**src/rtl/cim_burst_reader.sv**
```systemverilog
`default_nettype none
// ============================================================================
// Module   : cim_burst_reader
// Brief    : Captures CIC shift-out bursts, applies the per-channel double
//            difference and publishes finished sets through a double buffer.
// Revision : 1.0 - initial release
// ============================================================================
module cim_burst_reader #(
    parameter int dw    = 32,
    parameter int nchan = 12,
    parameter int aw    = 4
) (
    input  logic          clk,
    input  logic          rst,
    input  logic [dw-1:0] sr_in,
    input  logic          sr_val,
    input  logic [aw-1:0] host_addr,
    output logic [dw-1:0] host_data,
    output logic          rdy,
    input  logic          ack,
    output logic          overrun,
    output logic          frame_err,
    output logic [7:0]    seq
);

    localparam int              c_iw   = (nchan > 1) ? $clog2(nchan) : 1;
    localparam logic [c_iw-1:0] c_last = c_iw'(nchan - 1);

    // Capture side: word counter, priming and per-channel history
    logic [c_iw-1:0] r_idx;
    logic [1:0]      r_primed;
    logic            r_burst_pub;
    logic            r_frame_err;
    logic [dw-1:0]   r_h1 [nchan];
    logic [dw-1:0]   r_h2 [nchan];

    // Comb pipeline
    logic            r_s1_val, r_s1_last, r_s1_pub;
    logic [c_iw-1:0] r_s1_idx;
    logic [dw-1:0]   r_s1_x, r_s1_h1, r_s1_h2;
    logic            r_s2_val, r_s2_last, r_s2_pub;
    logic [c_iw-1:0] r_s2_idx;
    logic [dw-1:0]   r_s2_y;

    // Publication side
    logic [dw-1:0]   r_buf [2][nchan];
    logic            r_front;
    logic            r_rdy;
    logic            r_overrun;
    logic [7:0]      r_seq;
    logic [dw-1:0]   r_host_data;

    logic            w_last;
    logic            w_pub;
    logic            w_complete;
    logic            w_addr_ok;
    logic [c_iw-1:0] w_rd_idx;
    logic            w_back;

    assign w_last     = sr_val && (r_idx == c_last);
    // Eligibility is frozen when the first word arrives, not at completion
    assign w_pub      = (r_idx == '0) ? (r_primed == 2'd2) : r_burst_pub;
    assign w_complete = r_s2_val && r_s2_last && r_s2_pub;
    assign w_addr_ok  = (32'(host_addr) < 32'(nchan));
    assign w_rd_idx   = c_iw'(host_addr);
    assign w_back     = ~r_front;

    always_ff @(posedge clk) begin : p_capture
        if (rst) begin
            r_idx       <= '0;
            r_primed    <= '0;
            r_burst_pub <= 1'b0;
            r_frame_err <= 1'b0;
            for (int i = 0; i < nchan; i++) begin
                r_h1[i] <= '0;
                r_h2[i] <= '0;
            end
        end else if (sr_val) begin
            r_h1[r_idx] <= sr_in;
            r_h2[r_idx] <= r_h1[r_idx];
            if (r_idx == '0) begin
                r_burst_pub <= (r_primed == 2'd2);
            end
            if (w_last) begin
                r_idx    <= '0;
                r_primed <= (r_primed == 2'd2) ? 2'd2 : r_primed + 2'd1;
            end else begin
                r_idx <= r_idx + 1'b1;
            end
        end else if (r_idx != '0) begin
            // Gap inside a burst: history is now inconsistent, so re-prime
            r_idx       <= '0;
            r_primed    <= '0;
            r_frame_err <= 1'b1;
        end
    end

    always_ff @(posedge clk) begin : p_comb_pipe
        if (rst) begin
            r_s1_val  <= 1'b0;
            r_s1_last <= 1'b0;
            r_s1_pub  <= 1'b0;
            r_s1_idx  <= '0;
            r_s1_x    <= '0;
            r_s1_h1   <= '0;
            r_s1_h2   <= '0;
            r_s2_val  <= 1'b0;
            r_s2_last <= 1'b0;
            r_s2_pub  <= 1'b0;
            r_s2_idx  <= '0;
            r_s2_y    <= '0;
        end else begin
            r_s1_val  <= sr_val;
            r_s1_last <= w_last;
            r_s1_pub  <= w_pub;
            r_s1_idx  <= r_idx;
            r_s1_x    <= sr_in;
            r_s1_h1   <= r_h1[r_idx];
            r_s1_h2   <= r_h2[r_idx];
            r_s2_val  <= r_s1_val;
            r_s2_last <= r_s1_last;
            r_s2_pub  <= r_s1_pub;
            r_s2_idx  <= r_s1_idx;
            r_s2_y    <= r_s1_x - (r_s1_h1 << 1) + r_s1_h2;
        end
    end

    always_ff @(posedge clk) begin : p_publish
        if (rst) begin
            r_front   <= 1'b0;
            r_rdy     <= 1'b0;
            r_overrun <= 1'b0;
            r_seq     <= '0;
            for (int b = 0; b < 2; b++) begin
                for (int i = 0; i < nchan; i++) begin
                    r_buf[b][i] <= '0;
                end
            end
        end else begin
            if (r_s2_val) begin
                r_buf[w_back][r_s2_idx] <= r_s2_y;
            end
            if (ack) begin
                r_overrun <= 1'b0;
            end
            // A swap in the ack cycle takes precedence over the release
            if (w_complete && (!r_rdy || ack)) begin
                r_front <= w_back;
                r_rdy   <= 1'b1;
                r_seq   <= r_seq + 8'd1;
            end else begin
                if (w_complete) begin
                    r_overrun <= 1'b1;
                end
                if (ack) begin
                    r_rdy <= 1'b0;
                end
            end
        end
    end

    always_ff @(posedge clk) begin : p_host_read
        if (rst) begin
            r_host_data <= '0;
        end else begin
            r_host_data <= w_addr_ok ? r_buf[r_front][w_rd_idx] : '0;
        end
    end

    assign host_data = r_host_data;
    assign rdy       = r_rdy;
    assign overrun   = r_overrun;
    assign frame_err = r_frame_err;
    assign seq       = r_seq;

endmodule
`default_nettype wire

```
**config.mk**
```make
export PLATFORM = sky130hd
export DESIGN_NAME = cim_burst_reader
export DESIGN_NICKNAME = d
export VERILOG_FILES = /design/src/rtl/cim_burst_reader.sv
export SDC_FILE = /design/constraint.sdc
export NUM_CORES = 2
export LEC_CHECK = 0
export CORE_MARGIN = 8
export CORE_UTILIZATION = 50
export CTS_BUF_LIST = sky130_fd_sc_hd__clkbuf_16
export DETAILED_ROUTE_END_ITERATION = 12
export PLACE_DENSITY = 0.68
export SLEW_MARGIN = 25
export SYNTH_ARGS = -nofsm -noshare
export SYNTH_HDL_FRONTEND = slang
export SYNTH_SLANG_ARGS = --single-unit
```
**constraint.sdc**
```tcl
create_clock -name clk -period 3.8 [get_ports clk]
set_clock_uncertainty 0.2 [all_clocks]
set_input_delay 0.76 -clock clk [delete_from_list [all_inputs] [get_ports clk]]
set_output_delay 0.76 -clock clk [all_outputs]
set_load 0.01 [all_outputs]
```
==> results.md <==
* Status: completed
* # IOs at 83
* CP Cell Sequence: inv_1 > fa_1 > inv_1 > ha_1 > o211ai_1 > a21o_1 > a211oi_1 > o21ai_0 > a31oi_1 > a311oi_1 > mux2_2
* Placed insts at 7177
* Routed len/inst at 28.4 um
* Non-Filler Instances at 7557
* Post-layout min period at 3.50 ns
* Die area at 182000 sq um
* Synth Cell Area at 84500 sq um
* Setup Viol. Count Final at 0
* CP startpoint kind: flip-flop
* Share of cells above drive strength 1 at 21.3%
* DR vias/cell at 6.03
* Clock Sinks at 1989
* Max cap viols at 0
* Vias in the first global route at 46900
* Final TNS setup at 0 ns
* First-pass GRT wire length at 316000 um
* Num rows at 151
* Nets at 5271
* Buf/Inv on CP at 2
* Initial antenna violation count at 5
* Die width at 427 um
* CTS tree: yes
* Initial DRC Count at 5274
* H-tree depth at 4
* Residual DRC at 0
* Final core utilization at 56.5%
* Slew Limit Fails at 0
* Core Area at 169000 sq um
* P_leak at 35.2 nW
* Clk buf depth at 3
* Hold_ws at 0.0667 ns
* Design area at 95300 sq um
* Root Driver: clkbuf_16
* Grt ovf at 0
* PortBufs at 82
* Ys Warns at 0
* Worst vdd ir at 0.495 mV
* Sequential Area at 57800 sq um
* Final Total Pwr at 49.7 mW
* Crit path max-delay cell type: fa_1
* Area Growth Syn to Fin at 12.8%
* Reg clk slew, reported paths at 0.06 ns
* Via count at 45600
* CTS buffer count at 202
* Drt pass-1 iters at 5
* Cell area power density at 521 nW/um^2
* Final hold vios at 0
* Post-Syn Instances at 5113
* RSZ-0062 raised after global routing: false
* GPL Wtd Cong at 0.834
* CP Class: flip-flop to flip-flop
* Crit-path leading delay family: compound AO/OA/AOI/OAI gates
* Worst min path class: input pin to flip-flop
* Dpl cell area at 88800 sq um
* EDFF count, synth at 1792
* CTS Hold Bufs at 0
* Total track usage at 23.4%
* Die H at 427 um
* Ys flop type: edfxtp_1
* Final WL at 214000 um
* Slew HR at 36.3%
* CP peak stage delay at 0.52 ns
* Pre-CTS setup slack at 0.409 ns
* Worst-path fanout max at 5
* Commonest non-fill, non-tap cell in the layout: edfxtp_1
* Fmax at 0.286 GHz
* Fill count at 12800
* Post-synthesis cell type count at 67
* Syn Nets at 5221
* Area of the multi-input gates at 24400 sq um
* Largest net degree at the start of global routing at 97
* Post-DRT Antenna Nets at 0
* Critical Path AT at 4.00 ns
* CP dominant cell by count: inv_1
* Required time worst endpoint at 4.30 ns
* Worst-Skew Late Latency at 0.81 ns
* CP endpoint kind: flip-flop
* Worst setup margin at 0.300 ns
* Final worst path period share at 92.1%
* Avg Synthesized Cell Area at 16.5 sq um
* HPWL Detailed at 124000 um
* Register area share after synthesis at 68.4%
* Worst slew pin tran at 0.953 ns
* Initial core utilization at 50.1%
* Post-CTS setup buffers at 0
* FF+latch count, synth at 1989
* Most frequent cells in the layout: edfxtp_1 (1792), nor2_1 (513), and2_1 (482), mux4_2 (457), and3_1 (361)
* Asr flop ratio synth at 0%
* Post-cts resize count at 0
==> report_power, final <==
part | total, mW | internal, mW | switching [mW]
Combinational | 4.74 | 1.84 | 2.90
Sequential | 25.6 | 24.8 | 0.825
Clock | 19.3 | 11.0 | 8.27
Total | 49.7 | 37.7 | 12.0
==> cell type report <==
class	count	share of cell area, %
clock buffers	210	5.52
flip-flops and latches	1989	60.7
well taps	2218	2.91
repair buffers	288	3.39
clock inverters	169	1.26
diodes	1	0.00263
multi-input cells	2518	25.6
inverters	164	0.646
==> registers in the layout (all words and copies together), names as in the netlist, 2 cells and up, named ones only <==
| name | count |
|---|---|
| r_buf | 768 |
| r_s1_h1 | 31 |
| r_h2 | 512 |
| r_s2_idx | 4 |
| r_s2_y | 32 |
| host_data | 32 |
| r_s1_x | 32 |
| r_s1_idx | 4 |
| seq | 8 |
| r_primed | 2 |
| r_h1 | 512 |
| r_s1_h2 | 32 |
| r_idx | 4 |
==> final timing paths <==
kind,from,to,slack [ns],cells after the start
worst max-delay path,r_s1_x[5],r_s2_y[28],0.30,11
worst min-delay path,rst,r_front,0.07,2
worst max register to register,r_s1_x[5],r_s2_y[28],0.30,11
worst min register to register,r_s1_idx[3],r_s2_idx[3],0.23,1
==> worst reg2reg max path, cell delays in order (launching register included) <==
cell and delay, ns:
dfxtp_1 0.31, inv_1 0.05, fa_1 0.52, inv_1 0.04
ha_1 0.37, o211ai_1 0.13, a21o_1 0.21, a211oi_1 0.51
o21ai_0 0.26, a31oi_1 0.33, a311oi_1 0.16, mux2_2 0.29
==> Yosys cell counts, types with 37 or more instances <==
cell type,number,share of area (%)
buf_2,62,0.37
and2_1,486,3.6
dfxtp_1,197,4.7
inv_1,156,0.69
mux4_1,55,1.7
ha_1,38,0.56
clkbuf_1,317,1.4
mux2_2,65,0.87
a21oi_1,37,0.22
nor2b_1,79,0.59
edfxtp_1,1792,64
mux4_2,457,12
and3_1,362,2.7
nand2_1,76,0.34
nor2_1,523,2.3
==> logic make-up (layout without fill, tap and decap cells) <==
| group | count (synthesis) | in the layout | share of synthesized area (%) |
|---|---|---|---|
| muxes | 611 | 611 | 15.2 |
| and+or+nand+nor | 1616 | 1616 | 10.2 |
| adders and majority gates | 68 | 68 | 1.27 |
| AOI/OAI and AO/OA | 188 | 188 | 1.60 |
| other | 0 | 1 | 0 |
| DFF | 1989 | 1989 | 68.4 |
| xor gates and xnor gates | 35 | 35 | 0.363 |
| buffers and inverters | 606 | 831 | 3.06 |
==> layer usage <==
layer / vias to the layer above / track usage, % / wire length (um)
met4: 0 / 5.52 / 4890
met3: 338 / 3.61 / 16500
met5: - / 0 / 0
met1: 23700 / 31.6 / 84700
met2: 2110 / 40.4 / 108000
li1: 19400 / - / -
Note: power is estimated with default switching activity, not from simulation.
